[config.mk]
export PLATFORM = sky130hd
export DESIGN_NAME = modexp_ctrl_flat
export DESIGN_NICKNAME = d
export VERILOG_FILES = /design/src/rtl/modexp_ctrl_if.sv /design/src/rtl/modexp_ctrl.sv /design/src/flat_wrapper.sv
export SDC_FILE = /design/constraint.sdc
export NUM_CORES = 1
export LEC_CHECK = 0
export CORE_MARGIN = 4
export CORE_UTILIZATION = 61
export DETAILED_ROUTE_END_ITERATION = 10
export PLACE_DENSITY = 0.83
export SETUP_SLACK_MARGIN = 0.02
export SLEW_MARGIN = 20
export SYNTH_ARGS = -nofsm -noshare
export SYNTH_HDL_FRONTEND = slang
export SYNTH_SLANG_ARGS = --single-unit
[constraint.sdc]
create_clock -name clk -period 7.75 [get_ports clk]
set_input_delay 1.1625 -clock clk [delete_from_list [all_inputs] [get_ports clk]]
set_output_delay 1.1625 -clock clk [all_outputs]
set_load 0.03 [all_outputs]
[src/rtl/modexp_ctrl_if.sv]
// modexp_ctrl_if: request/result and divider handshake bundle for modexp_ctrl.
interface modexp_ctrl_if #(
    parameter int WIDTH = 16,
    parameter int EXPW  = 16
);
    logic                 start;
    logic [WIDTH-1:0]     base;
    logic [EXPW-1:0]      exponent;
    logic [WIDTH-1:0]     modulus;
    logic [WIDTH-1:0]     result;
    logic                 busy;
    logic                 done;
    logic                 err;
    logic                 div_start;
    logic [2*WIDTH-1:0]   div_x;
    logic [2*WIDTH-1:0]   div_y;
    logic [2*WIDTH-1:0]   div_r;
    logic                 div_done;
    logic                 div_dbz;

    modport slave (
        input  start, base, exponent, modulus, div_r, div_done, div_dbz,
        output result, busy, done, err, div_start, div_x, div_y
    );

    modport master (
        output start, base, exponent, modulus, div_r, div_done, div_dbz,
        input  result, busy, done, err, div_start, div_x, div_y
    );
endinterface

[src/rtl/modexp_ctrl.sv]
// modexp_ctrl: left-to-right square-and-multiply sequencer computing base^exponent mod modulus,
// issuing one external divider operation per modular reduction.
module modexp_ctrl #(
    parameter int WIDTH = 16,
    parameter int EXPW  = 16
) (
    input logic          clk,
    input logic          rst_n,
    modexp_ctrl_if.slave bus
);
    localparam int DW = 2 * WIDTH;
    localparam int KW = (EXPW > 1) ? $clog2(EXPW) : 1;

    typedef enum logic [1:0] {IDLE, ISSUE, WAIT, FIN} state_t;
    typedef enum logic [1:0] {RED, SQ, MUL} op_t;

    state_t           r_state, w_state;
    op_t              r_op, w_op;
    logic [WIDTH-1:0] r_base, w_base;
    logic [EXPW-1:0]  r_exp, w_exp;
    logic [WIDTH-1:0] r_mod, w_mod;
    logic [KW-1:0]    r_k, w_k;
    logic [WIDTH-1:0] r_acc, w_acc;
    logic [WIDTH-1:0] r_b, w_b;
    logic [WIDTH-1:0] r_result, w_result;
    logic             r_busy, w_busy;
    logic             r_err, w_err;
    logic [WIDTH-1:0] w_rem;
    logic [DW-1:0]    w_acc_x, w_b_x;
    logic             w_unused;

    assign w_rem    = bus.div_r[WIDTH-1:0];
    assign w_unused = ^bus.div_r[DW-1:WIDTH];
    assign w_acc_x  = {{WIDTH{1'b0}}, r_acc};
    assign w_b_x    = {{WIDTH{1'b0}}, r_b};

    always_comb begin
        w_state  = r_state;
        w_op     = r_op;
        w_base   = r_base;
        w_exp    = r_exp;
        w_mod    = r_mod;
        w_k      = r_k;
        w_acc    = r_acc;
        w_b      = r_b;
        w_result = r_result;
        w_busy   = r_busy;
        w_err    = r_err;
        case (r_state)
            IDLE: begin
                if (bus.start) begin
                    w_base = bus.base;
                    w_exp  = bus.exponent;
                    w_mod  = bus.modulus;
                    w_err  = 1'b0;
                    w_busy = 1'b1;
                    w_k    = KW'(EXPW - 1);
                    if (bus.modulus == '0) begin
                        w_state  = FIN;
                        w_err    = 1'b1;
                        w_result = '0;
                    end else begin
                        w_acc   = (bus.modulus == WIDTH'(1)) ? '0 : WIDTH'(1);
                        w_op    = RED;
                        w_state = ISSUE;
                    end
                end
            end
            ISSUE: w_state = WAIT;
            WAIT: begin
                if (bus.div_done) begin
                    if (bus.div_dbz) begin
                        w_err    = 1'b1;
                        w_result = '0;
                        w_state  = FIN;
                    end else begin
                        w_state = ISSUE;
                        if (r_op == RED) begin
                            w_b  = w_rem;
                            w_op = SQ;
                        end else begin
                            w_acc = w_rem;
                            // a set bit after its square needs a multiply before moving on
                            if (r_op == SQ && r_exp[r_k])
                                w_op = MUL;
                            else if (r_k == '0) begin
                                w_state  = FIN;
                                w_result = w_rem;
                            end else begin
                                w_k  = r_k - 1'b1;
                                w_op = SQ;
                            end
                        end
                    end
                end
            end
            FIN: begin
                w_busy  = 1'b0;
                w_state = IDLE;
            end
            default: w_state = IDLE;
        endcase
    end

    always_ff @(posedge clk) begin
        if (!rst_n) begin
            r_state  <= IDLE;
            r_op     <= RED;
            r_base   <= '0;
            r_exp    <= '0;
            r_mod    <= '0;
            r_k      <= '0;
            r_acc    <= '0;
            r_b      <= '0;
            r_result <= '0;
            r_busy   <= 1'b0;
            r_err    <= 1'b0;
        end else begin
            r_state  <= w_state;
            r_op     <= w_op;
            r_base   <= w_base;
            r_exp    <= w_exp;
            r_mod    <= w_mod;
            r_k      <= w_k;
            r_acc    <= w_acc;
            r_b      <= w_b;
            r_result <= w_result;
            r_busy   <= w_busy;
            r_err    <= w_err;
        end
    end

    // op, acc and b only change at the capture edge, so div_x is steady from ISSUE through WAIT
    assign bus.div_x     = (r_op == RED) ? {{WIDTH{1'b0}}, r_base} :
                           (r_op == SQ)  ? w_acc_x * w_acc_x : w_acc_x * w_b_x;
    assign bus.div_y     = {{WIDTH{1'b0}}, r_mod};
    assign bus.div_start = (r_state == ISSUE);
    assign bus.done      = (r_state == FIN);
    assign bus.result    = r_result;
    assign bus.busy      = r_busy;
    assign bus.err       = r_err;
endmodule
[src/flat_wrapper.sv]
// flat-port wrapper written by rule: the top's interface ports become plain ports
module modexp_ctrl_flat 
#(
    parameter int WIDTH = 16,
    parameter int EXPW  = 16
)
  (clk, rst_n, bus_start, bus_base, bus_exponent, bus_modulus, bus_div_r, bus_div_done, bus_div_dbz, bus_result, bus_busy, bus_done, bus_err, bus_div_start, bus_div_x, bus_div_y);
  modexp_ctrl_if #(.WIDTH(WIDTH), .EXPW(EXPW)) bus_i ();
  input logic clk;
  input logic rst_n;
  input wire logic [$bits(bus_i.start)-1:0] bus_start;
  input wire logic [$bits(bus_i.base)-1:0] bus_base;
  input wire logic [$bits(bus_i.exponent)-1:0] bus_exponent;
  input wire logic [$bits(bus_i.modulus)-1:0] bus_modulus;
  input wire logic [$bits(bus_i.div_r)-1:0] bus_div_r;
  input wire logic [$bits(bus_i.div_done)-1:0] bus_div_done;
  input wire logic [$bits(bus_i.div_dbz)-1:0] bus_div_dbz;
  output wire logic [$bits(bus_i.result)-1:0] bus_result;
  output wire logic [$bits(bus_i.busy)-1:0] bus_busy;
  output wire logic [$bits(bus_i.done)-1:0] bus_done;
  output wire logic [$bits(bus_i.err)-1:0] bus_err;
  output wire logic [$bits(bus_i.div_start)-1:0] bus_div_start;
  output wire logic [$bits(bus_i.div_x)-1:0] bus_div_x;
  output wire logic [$bits(bus_i.div_y)-1:0] bus_div_y;
  assign bus_i.start = bus_start;
  assign bus_i.base = bus_base;
  assign bus_i.exponent = bus_exponent;
  assign bus_i.modulus = bus_modulus;
  assign bus_i.div_r = bus_div_r;
  assign bus_i.div_done = bus_div_done;
  assign bus_i.div_dbz = bus_div_dbz;
  assign bus_result = bus_i.result;
  assign bus_busy = bus_i.busy;
  assign bus_done = bus_i.done;
  assign bus_err = bus_i.err;
  assign bus_div_start = bus_i.div_start;
  assign bus_div_x = bus_i.div_x;
  assign bus_div_y = bus_i.div_y;
  modexp_ctrl #(.WIDTH(WIDTH), .EXPW(EXPW)) u_core (.clk(clk), .rst_n(rst_n), .bus(bus_i));
endmodule
### Word level (Yosys, flattened, before mapping)

Index checks and enable logic that the tools add are counted.

* $add $sub $neg: 1
* $mul: 2
* magnitude comparators: 1
* equal/unequal tests: 18
* mux-type cells: 49
* bitwise logic cells: 1
* reduce and logical (&&, ||, !) cells: 16

Operators by type and width (count)
* 16-bit two-way mux: 12
* 16-bit by 16-bit multiplier with 32-bit output: 2
* 32-bit two-way mux: 2
* 16-bit case mux with 2 select lines: 2
* 2-bit two-way mux: 14
* 4-bit two-way mux: 6
* 16-bit by 1-bit == test with 1-bit output, second input constant: 1
* 16-bit zero test: 1
* 2-bit inequality test, second input constant: 8
* 7-bit AND reduction: 2
* 6-bit AND reduction: 2
* 2-bit case mux with 4 select lines: 1
* 4-bit case mux with 2 select lines: 1
* 4-bit AND reduction: 2
* 1-bit two-way mux: 7
* 3-bit inequality test, second input constant: 2
* 2-bit AND reduction: 3
* 4-bit by 5-bit less-than comparator with 1-bit output, second input constant: 1
* 1-bit binary-select mux with 4-bit select: 1
* 2-bit by 1-bit == test with 1-bit output, second input constant: 2
* 2-bit == test, second input constant: 2
* 2-bit zero test: 2
* 4-bit zero test: 1
* 4-bit by 2-bit inequality test with 1-bit output, second input constant: 1
* 8 further kinds: 10

* flip-flop bits (word level): 106
* output and inout port bits: 84
* word-level logic and storage cells: 99

### Longest topological paths before layout

Gate-level depths: netlist of run 1.

* word-level depth: 8
* depth in mapped cells: 26
* mapped depth without buffers: 24

### Least setup slack after synthesis of run 1

No wires, ideal clock.

* kind: register to output
* from: reg u_core.r_acc[3]
* to: out bus_div_x[28]
* arrival time: 6.373 ns
* required time: 6.588 ns
* path slack: 0.215 ns
* cell stages (with the launch flop): 24
* cells stage by stage: dfxtp_1 -> clkbuf_1 -> clkbuf_1 -> nand2_1 -> fa_1 -> fa_1 -> inv_1 -> fa_1 -> fa_1 -> fa_1 -> inv_1 -> fa_1 -> inv_1 -> ha_1 -> clkbuf_1 -> a21oi_1 -> o21ai_1 -> a21o_1 -> a21o_1 -> a21oi_1 -> nor2_1 -> a21oi_1 -> xnor2_1 -> o311ai_1

* cells in the longest elaborated chain, start to end: 3
* elaborated cells between the ends (all ways): 4

Ends and longest elaborated chain
* from (decl): RTL line modexp_ctrl.sv:23 `logic [WIDTH-1:0] r_acc, w_acc;`
* from (signal assigned): RTL line modexp_ctrl.sv:125 `r_acc <= w_acc;`
* 16-bit by 16-bit multiplier with 32-bit output: RTL line modexp_ctrl.sv:135 `(r_op == SQ) ? w_acc_x * w_acc_x : w_acc_x * w_b_x;`
* 32-bit two-way mux *: RTL line modexp_ctrl.sv:135
* 32-bit two-way mux *: RTL line modexp_ctrl.sv:134 `assign bus.div_x = (r_op == RED) ? {{WIDTH{1'b0}}, r_base} :`
* to (decl): RTL line flat_wrapper.sv:23 `output wire logic [$bits(bus_i.div_x)-1:0] bus_div_x;`

Mark *: on every way between the ends. The rest lies on a longest branch, timed or not.

### Worst setup path after layout of run 1

* from: reg u_core.r_acc[9]
* to: out bus_div_x[25]

Same word-level chain as after synthesis.

==> flow_summary.ini, run 1 <==
[die]
die-height_microns = 191
die_w_microns = 191
rows = 66
io_pins = 169
coreArea_sq_um = 32700
die_area_sq_um = 36300
initial_core_util_pct = 62.2

[critical_path]
r2r-end = u_core.bus.result[14]
r2r-start = u_core.r_k[0]
reg2reg_setup_slack_ns = 4.93
crit_type = reg -> out
cp_common_cell = fa_1
ff2ff_path_depth = 6
cp.required_ns = 6.59
cp.arrival_ns = 6.97
worst_setup_path_start_kind = register
crit_fanout = 16
critical_path.max_stage_delay_ns = 0.53
critPathCaptureType = output port
crit_path_top_delay_cell = fa_1

[timing]
maxSlewViolCount = 0
worst_pin_slew_ns = 0.926
rsz0062_at_grt = true
fin_ws_ns = -0.386
hold_viol_final = 0
setup_viol = 16
maxSlewHeadroom_pct = 38.2
max_clock_freq_mhz = 123
final.min_clock_period_ns = 8.14
min_period_over_period_pct = 105
finalClockSkew_ns = 0.0126

[clock_network]
htreeDepth = 3
cts_tree = yes
hold_buffers = 0
clockBufferDepth = 2
ctsRootBufferMaster = clkbuf_16
cts_sinks = 106
cts_buffers = 9
path_clk_slew_ns = 0.09
clk_latency_ns = 0.36

[synth]
synth_simple_gate_area_share_pct = 16.8
synth_cell_types = 68
seq_area_frac_synth_pct = 10.4
muxShareOfSynthArea_pct = 0.905
avgSynthCellArea_sq_um = 8.34
synth_top_family_by_area = adder cells
synth_top_flop_cell = dfxtp_1
synth_adder_area_share_pct = 47.7
ys_seq_elements = 106
synth_xor_area_share_pct = 2.76
synthArstFlopShare_pct = 0
postSynthCellCount = 2438
yosysWarnings = 0
synth_compound_area_share_pct = 9.49
synth_edf_count = 0
synth_area_sq_um = 20300

[global_route]
grt_pass1_vias = 19367
antenna_found_initial = 0
grt_max_degree = 91
grt_use_total_pct = 33.9
overflow = 0
grt_pass1_wl_microns = 98200

[route]
via_per_inst = 5.91
drt_wl_total_microns = 64600
via_count = 18483
drt_iter0_drc = 1697
drc = 0
drtPass1Iterations = 6
ant_nets = 0
routedWlPerCell_microns = 20.6

[power]
pwr_density_cell_nw_per_um2 = 59.2
vdd_ir_drop_max_v = 0.000153
cellLeakagePower_uw = 0.0126

[final_layout]
final_common_cell = inv_1
n_fill_cell = 2102
area.growth.synth_to_final_pct = 22.2
multi_input_area_sq_um = 16500
drive_above_1_share_pct = 15.4
fin_area_sq_um = 24800
fin_nets = 3329
fin_cells = 3130
diodes = 0
mostFrequentLayoutCells = inv_1, nand2_1, fa_1
register_area_sq_um = 2180

[outcome]
violations = setup timing
status = finished, violations left

[place]
gp_congestion = 0.961
dp_hpwl_microns = 46200
dp.cells = 3054
placed_area_sq_um = 23100
io_buffers = 136

[min_path]
whs_path_depth = 2
hold_class = reg -> reg
holdPathEnd = u_core.r_exp[4]
hold_start = u_core.r_exp[4]

[flow_run]
maxCapViolations = 0
==> how the worst max path moves through the flow <==
| stage | from | endpoint | slack, ns | cells past startpoint |
|---|---|---|---|---|
| detailed placement | u_core.r_acc[10] | bus_div_x[26] | -0.15 | 23 |
| global placement | u_core.r_acc[3] | bus_div_x[26] | -0.04 | 26 |
| global route | u_core.r_acc[8] | bus_div_x[30] | -0.53 | 25 |
| finish | u_core.r_acc[9] | bus_div_x[25] | -0.39 | 25 |
| CTS | u_core.r_acc[5] | bus_div_x[30] | -0.06 | 25 |
| floorplan | u_core.r_acc[3] | bus_div_x[28] | 0.21 | 23 |
==> final cells by class <==
| cell class | count | share of cell area, % |
|---|---|---|
| inverter | 489 | 7.41 |
| multi-input combinational | 1718 | 66.3 |
| clock buffer | 9 | 0.907 |
| tap | 442 | 2.23 |
| sequential | 106 | 8.77 |
| timing repair buffer | 359 | 14.0 |
| clock inverter | 7 | 0.373 |
==> routing by layer <==
metal | global-route usage, % | wire length, microns | vias up
met1 | 42.0 | 22700 | 8964
li1 | - | - | 7950
met4 | 16.2 | 4410 | 0
met5 | 0 | 0 | -
met2 | 55.9 | 29900 | 1190
met3 | 8.55 | 7560 | 379
==> state kept, by name, indices dropped and copies added (netlist names) <==
name,count
u_core.bus.busy,1
u_core.bus.err,1
u_core.bus.result,16
u_core.r_acc,16
u_core.r_b,16
u_core.r_base,16
u_core.r_exp,16
u_core.r_k,4
u_core.r_mod,16
u_core.r_op,2
u_core.r_state,2
==> synth_stat cells (3+ instances only) <==
| library cell | n | share of area [%] |
|---|---|---|
| dfxtp_1 | 106 | 10 |
| nor2b_1 | 13 | 0.40 |
| mux4_2 | 5 | 0.55 |
| and3_1 | 6 | 0.18 |
| xnor2_1 | 38 | 1.6 |
| buf_1 | 5 | 0.092 |
| or3_1 | 3 | 0.092 |
| o21bai_1 | 6 | 0.22 |
| nor3_1 | 10 | 0.25 |
| a22o_1 | 6 | 0.26 |
| buf_2 | 3 | 0.074 |
| o21a_1 | 7 | 0.26 |
| a211oi_1 | 13 | 0.48 |
| nand4_1 | 9 | 0.28 |
| nand2_1 | 427 | 7.9 |
| inv_1 | 486 | 9.0 |
| o211ai_1 | 12 | 0.44 |
| buf_4 | 16 | 0.59 |
| a31oi_1 | 10 | 0.31 |
| o31ai_1 | 4 | 0.15 |
| clkbuf_1 | 115 | 2.1 |
| nand2b_1 | 10 | 0.31 |
| nor4_1 | 5 | 0.15 |
| a2111oi_0 | 3 | 0.13 |
| ha_1 | 205 | 13 |
| xor2_1 | 26 | 1.1 |
| a311oi_1 | 4 | 0.17 |
| mux2i_1 | 6 | 0.30 |
| o21ai_0 | 25 | 0.62 |
| a41oi_1 | 3 | 0.13 |
| a22oi_1 | 3 | 0.11 |
| o2111ai_1 | 4 | 0.17 |
| a21oi_1 | 145 | 3.6 |
| a21o_1 | 19 | 0.70 |
| and2_1 | 154 | 4.7 |
| fa_1 | 356 | 35 |
| o21ai_1 | 40 | 0.98 |
| nand3_1 | 42 | 1.0 |
| nor2_1 | 54 | 1.0 |
==> what timing repair did <==
item | CTS | global route
cloned | 2 | 0
setup endpoints to repair | 17 | 22
pin swaps | 58 | 55
setup buffers | 34 | 26
gates resized for setup | 131 | 100
==> metrics by stage <==
step	hold slack [ns]	TNS, ns	utilization [%]	setup slack [ns]	power (uW)
global placement	0.439	-0.0390	70.7	-0.0390	964
floorplan	0.432	0	-	0.215	820
finish	0.457	-3.55	75.9	-0.386	1470
detailed placement	0.442	-0.350	70.7	-0.155	973
CTS	0.453	-0.155	74.2	-0.0635	1450
global route	0.471	-5.39	75.9	-0.530	1520
==> where the power goes <==
| group | switching (uW) | total, uW | internal [uW] |
|---|---|---|---|
| Sequential | 32.6 | 604 | 571 |
| Combinational | 236 | 393 | 158 |
| Clock | 240 | 473 | 233 |
| Total | 508 | 1470 | 962 |
==> worst max-delay path, delay by kind of cell, from the launching register on <==
kind            cells  cell delay [ns]
fa+ha+maj           7             3.28
buf+inv             8             1.12
compound gates      5             0.85
simple gates        4             0.66
flops               1             0.41
xor+xnor            1             0.28
==> cell families after synthesis <==
logic type / after synthesis
compound gates: 321
xor+xnor: 64
fa+ha+maj: 561
buf+inv: 629
flops: 106
mux: 12
other cells: 1
simple gates: 744
No activity file was read; power rests on OpenSTA's default activity.
==> run 2, diff against run 1 <==
--- a/config.mk
+++ b/config.mk
@@ -7,6 +7,7 @@
 export LEC_CHECK = 0
 export CORE_MARGIN = 4
 export CORE_UTILIZATION = 61
+export CTS_CLUSTER_SIZE = 30
 export DETAILED_ROUTE_END_ITERATION = 10
 export PLACE_DENSITY = 0.83
 export SETUP_SLACK_MARGIN = 0.02
==> results of run 2 <==
Final layout, timing and power as in run 1 (identical DEF).
==> run 3, diff against run 2 <==
--- a/config.mk
+++ b/config.mk
@@ -5,7 +5,6 @@
 export SDC_FILE = /design/constraint.sdc
 export NUM_CORES = 1
 export LEC_CHECK = 0
-export CORE_MARGIN = 4
 export CORE_UTILIZATION = 61
 export CTS_CLUSTER_SIZE = 30
 export DETAILED_ROUTE_END_ITERATION = 10
==> constraint.sdc (replaced) <==
create_clock -name clk -period 7.75 [get_ports clk]
set_input_delay 1.1625 -clock clk [delete_from_list [all_inputs] [get_ports clk]]
set_output_delay 1.1625 -clock clk [all_outputs]
set_load 0.005 [all_outputs]
==> flow_summary.ini, run 3 (synthesis results as in run 1) <==
[route]
drt_wl_total_microns = 58300
drtPass1Iterations = 8
ant_nets = 0
via_count = 17793
drt_iter0_drc = 1382
routedWlPerCell_microns = 18.7
drc = 0
via_per_inst = 5.71

[die]
initial_core_util_pct = 62.2
die_w_microns = 185
rows = 66
io_pins = 169
die_area_sq_um = 34100
coreArea_sq_um = 32700
die-height_microns = 185

[outcome]
status = finished, violations left
violations = setup timing

[power]
pwr_density_cell_nw_per_um2 = 58.2
vdd_ir_drop_max_v = 0.000149
p_total_uw = 1430
cellLeakagePower_uw = 0.0125

[critical_path]
cp_common_cell = fa_1
ff2ff_path_depth = 6
crit_buf_inv = 9
crit_family = adder cells
worst_setup_path_start_kind = register
r2r-end = u_core.bus.result[9]
crit_path_cell_trace = buf_12 -> buf_4 -> and2_1 -> fa_1 -> inv_1 -> fa_2 -> fa_1 -> fa_1 -> inv_1 -> fa_1 -> inv_1 -> fa_1 -> inv_1 -> ha_4 -> a21o_1 -> a41o_1 -> buf_4 -> a21oi_2 -> buf_4 -> o31ai_2 -> xor2_1 -> nand2_2 -> o21ai_2 -> clkdlybuf4s50_1
cp-startpoint = u_core.r_acc[6]
critPathCaptureType = output port
crit_fanout = 7
critical_path.max_stage_delay_ns = 0.55
reg2reg_setup_slack_ns = 4.82
cp.arrival_ns = 6.73
crit_type = reg -> out
r2r-start = u_core.r_k[0]
crit_path_top_delay_cell = fa_1
cp.required_ns = 6.59

[min_path]
whs_path_depth = 2
hold_class = reg -> reg
hold_start = u_core.r_base[7]
holdPathEnd = u_core.r_base[7]

[clock_network]
clockBufferDepth = 2
hold_buffers = 0
htreeDepth = 3
path_clk_slew_ns = 0.07
cts_buffers = 9
cts_tree = yes
cts_sinks = 106
ctsRootBufferMaster = clkbuf_16
clk_latency_ns = 0.36

[global_route]
grt_use_total_pct = 35.0
grt_max_degree = 90
busiest_layer = met2
grt_pass1_wl_microns = 93000
use_met2_pct = 59.5
grt_pass1_vias = 18932
antenna_found_initial = 1
grt_use_met1_pct = 43.3
overflow = 0
grtUsageMet3_pct = 7.88

[timing]
maxSlewHeadroom_pct = 35.8
setup_viol = 2
whs_ns = 0.457
min_period_over_period_pct = 102
hold_viol_final = 0
rsz0062_at_grt = true
final.min_clock_period_ns = 7.89
finalClockSkew_ns = 0.0102
fin_ws_ns = -0.140
maxSlewViolCount = 0
worst_pin_slew_ns = 0.959
max_clock_freq_mhz = 127

[final_layout]
fin_nets = 3316
final_common_cell = inv_1
mostFrequentLayoutCells = inv_1, nand2_1, fa_1
fin_cells = 3118
n_fill_cell = 2180
area.growth.synth_to_final_pct = 20.9
drive_above_1_share_pct = 14.4

[place]
io_buffers = 136
dp_hpwl_microns = 45100
pre_cts_ws_ns = -0.229
gp_congestion = 0.905
dp.cells = 3070

[flow_run]
maxCapViolations = 0
==> run 3: changes by cell type in the layout (fill, tap and decap cells not counted), moves of 5 or more <==
| cell | previous run | this run |
|---|---|---|
| buf_6 | 22 | 9 |
| buf_12 | 25 | 16 |
| dfxtp_1 | 82 | 87 |
| clkdlybuf4s50_1 | 114 | 119 |
| inv_2 | 21 | 11 |
| inv_1 | 466 | 477 |
| buf_4 | 186 | 179 |
| buf_2 | 0 | 5 |
==> run 3: repair_timing <==
action	4_1_cts	5_1_grt
cloned	1	2
setup buffers	15	13
hold endpoints to repair	0	0
pin swaps	39	47
endpoints found under the setup margin	20	20
gates resized for setup	117	94
==> run 3: per-stage QoR <==
step / utilization, % / setup TNS, ns / area (sq um)
final: 75.2 / -0.143 / 24600
after global routing: 75.2 / -1.33 / 24600
after CTS: 73.7 / -0.0294 / 24100
after detailed placement: 71.1 / -1.35 / 23200
after global placement: 71.1 / -1.05 / 23200
after floorplan: - / 0 / 20400
==> run 3: layout make-up <==
type                            count  area (sq um)  share of cell area (%)
Clock inverter                      7          93.8                   0.382
Timing Repair Buffer              346          3210                    13.0
Inverter                          489          1840                    7.47
Multi-Input combinational cell   1718         16500                    67.1
Antenna cell                        1          2.50                  0.0102
Tap cell                          442           553                    2.25
Sequential cell                   106          2160                    8.79
Clock buffer                        9           225                   0.916
==> run 3: power breakdown <==
| group | total [uW] | switching (uW) | internal (uW) |
|---|---|---|---|
| Combinational | 346 | 195 | 151 |
| Clock | 485 | 226 | 260 |
| Sequential | 600 | 27.9 | 572 |
==> run 3: how the worst max path moves through the flow <==
stage / endpoint / slack, ns / cells past startpoint
floorplan: bus_div_x[27] / 0.49 / 23
global placement: bus_div_x[28] / -0.23 / 26
detailed placement: bus_div_x[28] / -0.23 / 23
CTS: bus_div_x[27] / -0.03 / 25
global route: bus_div_x[18] / -0.27 / 24
finish: bus_div_x[18] / -0.14 / 24
==> run 3: tightest hold or removal path, cell delays in order, from the launching register on <==
cell     delay, ns
dfxtp_1       0.31
nand2_1       0.05
a21oi_1       0.05
==> run 3: routing by layer <==
metal / vias to the layer above / share of wire [%]
met5: - / 0
met4: 0 / 4.8
met3: 208 / 9.4
met2: 905 / 48
met1: 8754 / 37
li1: 7926 / -
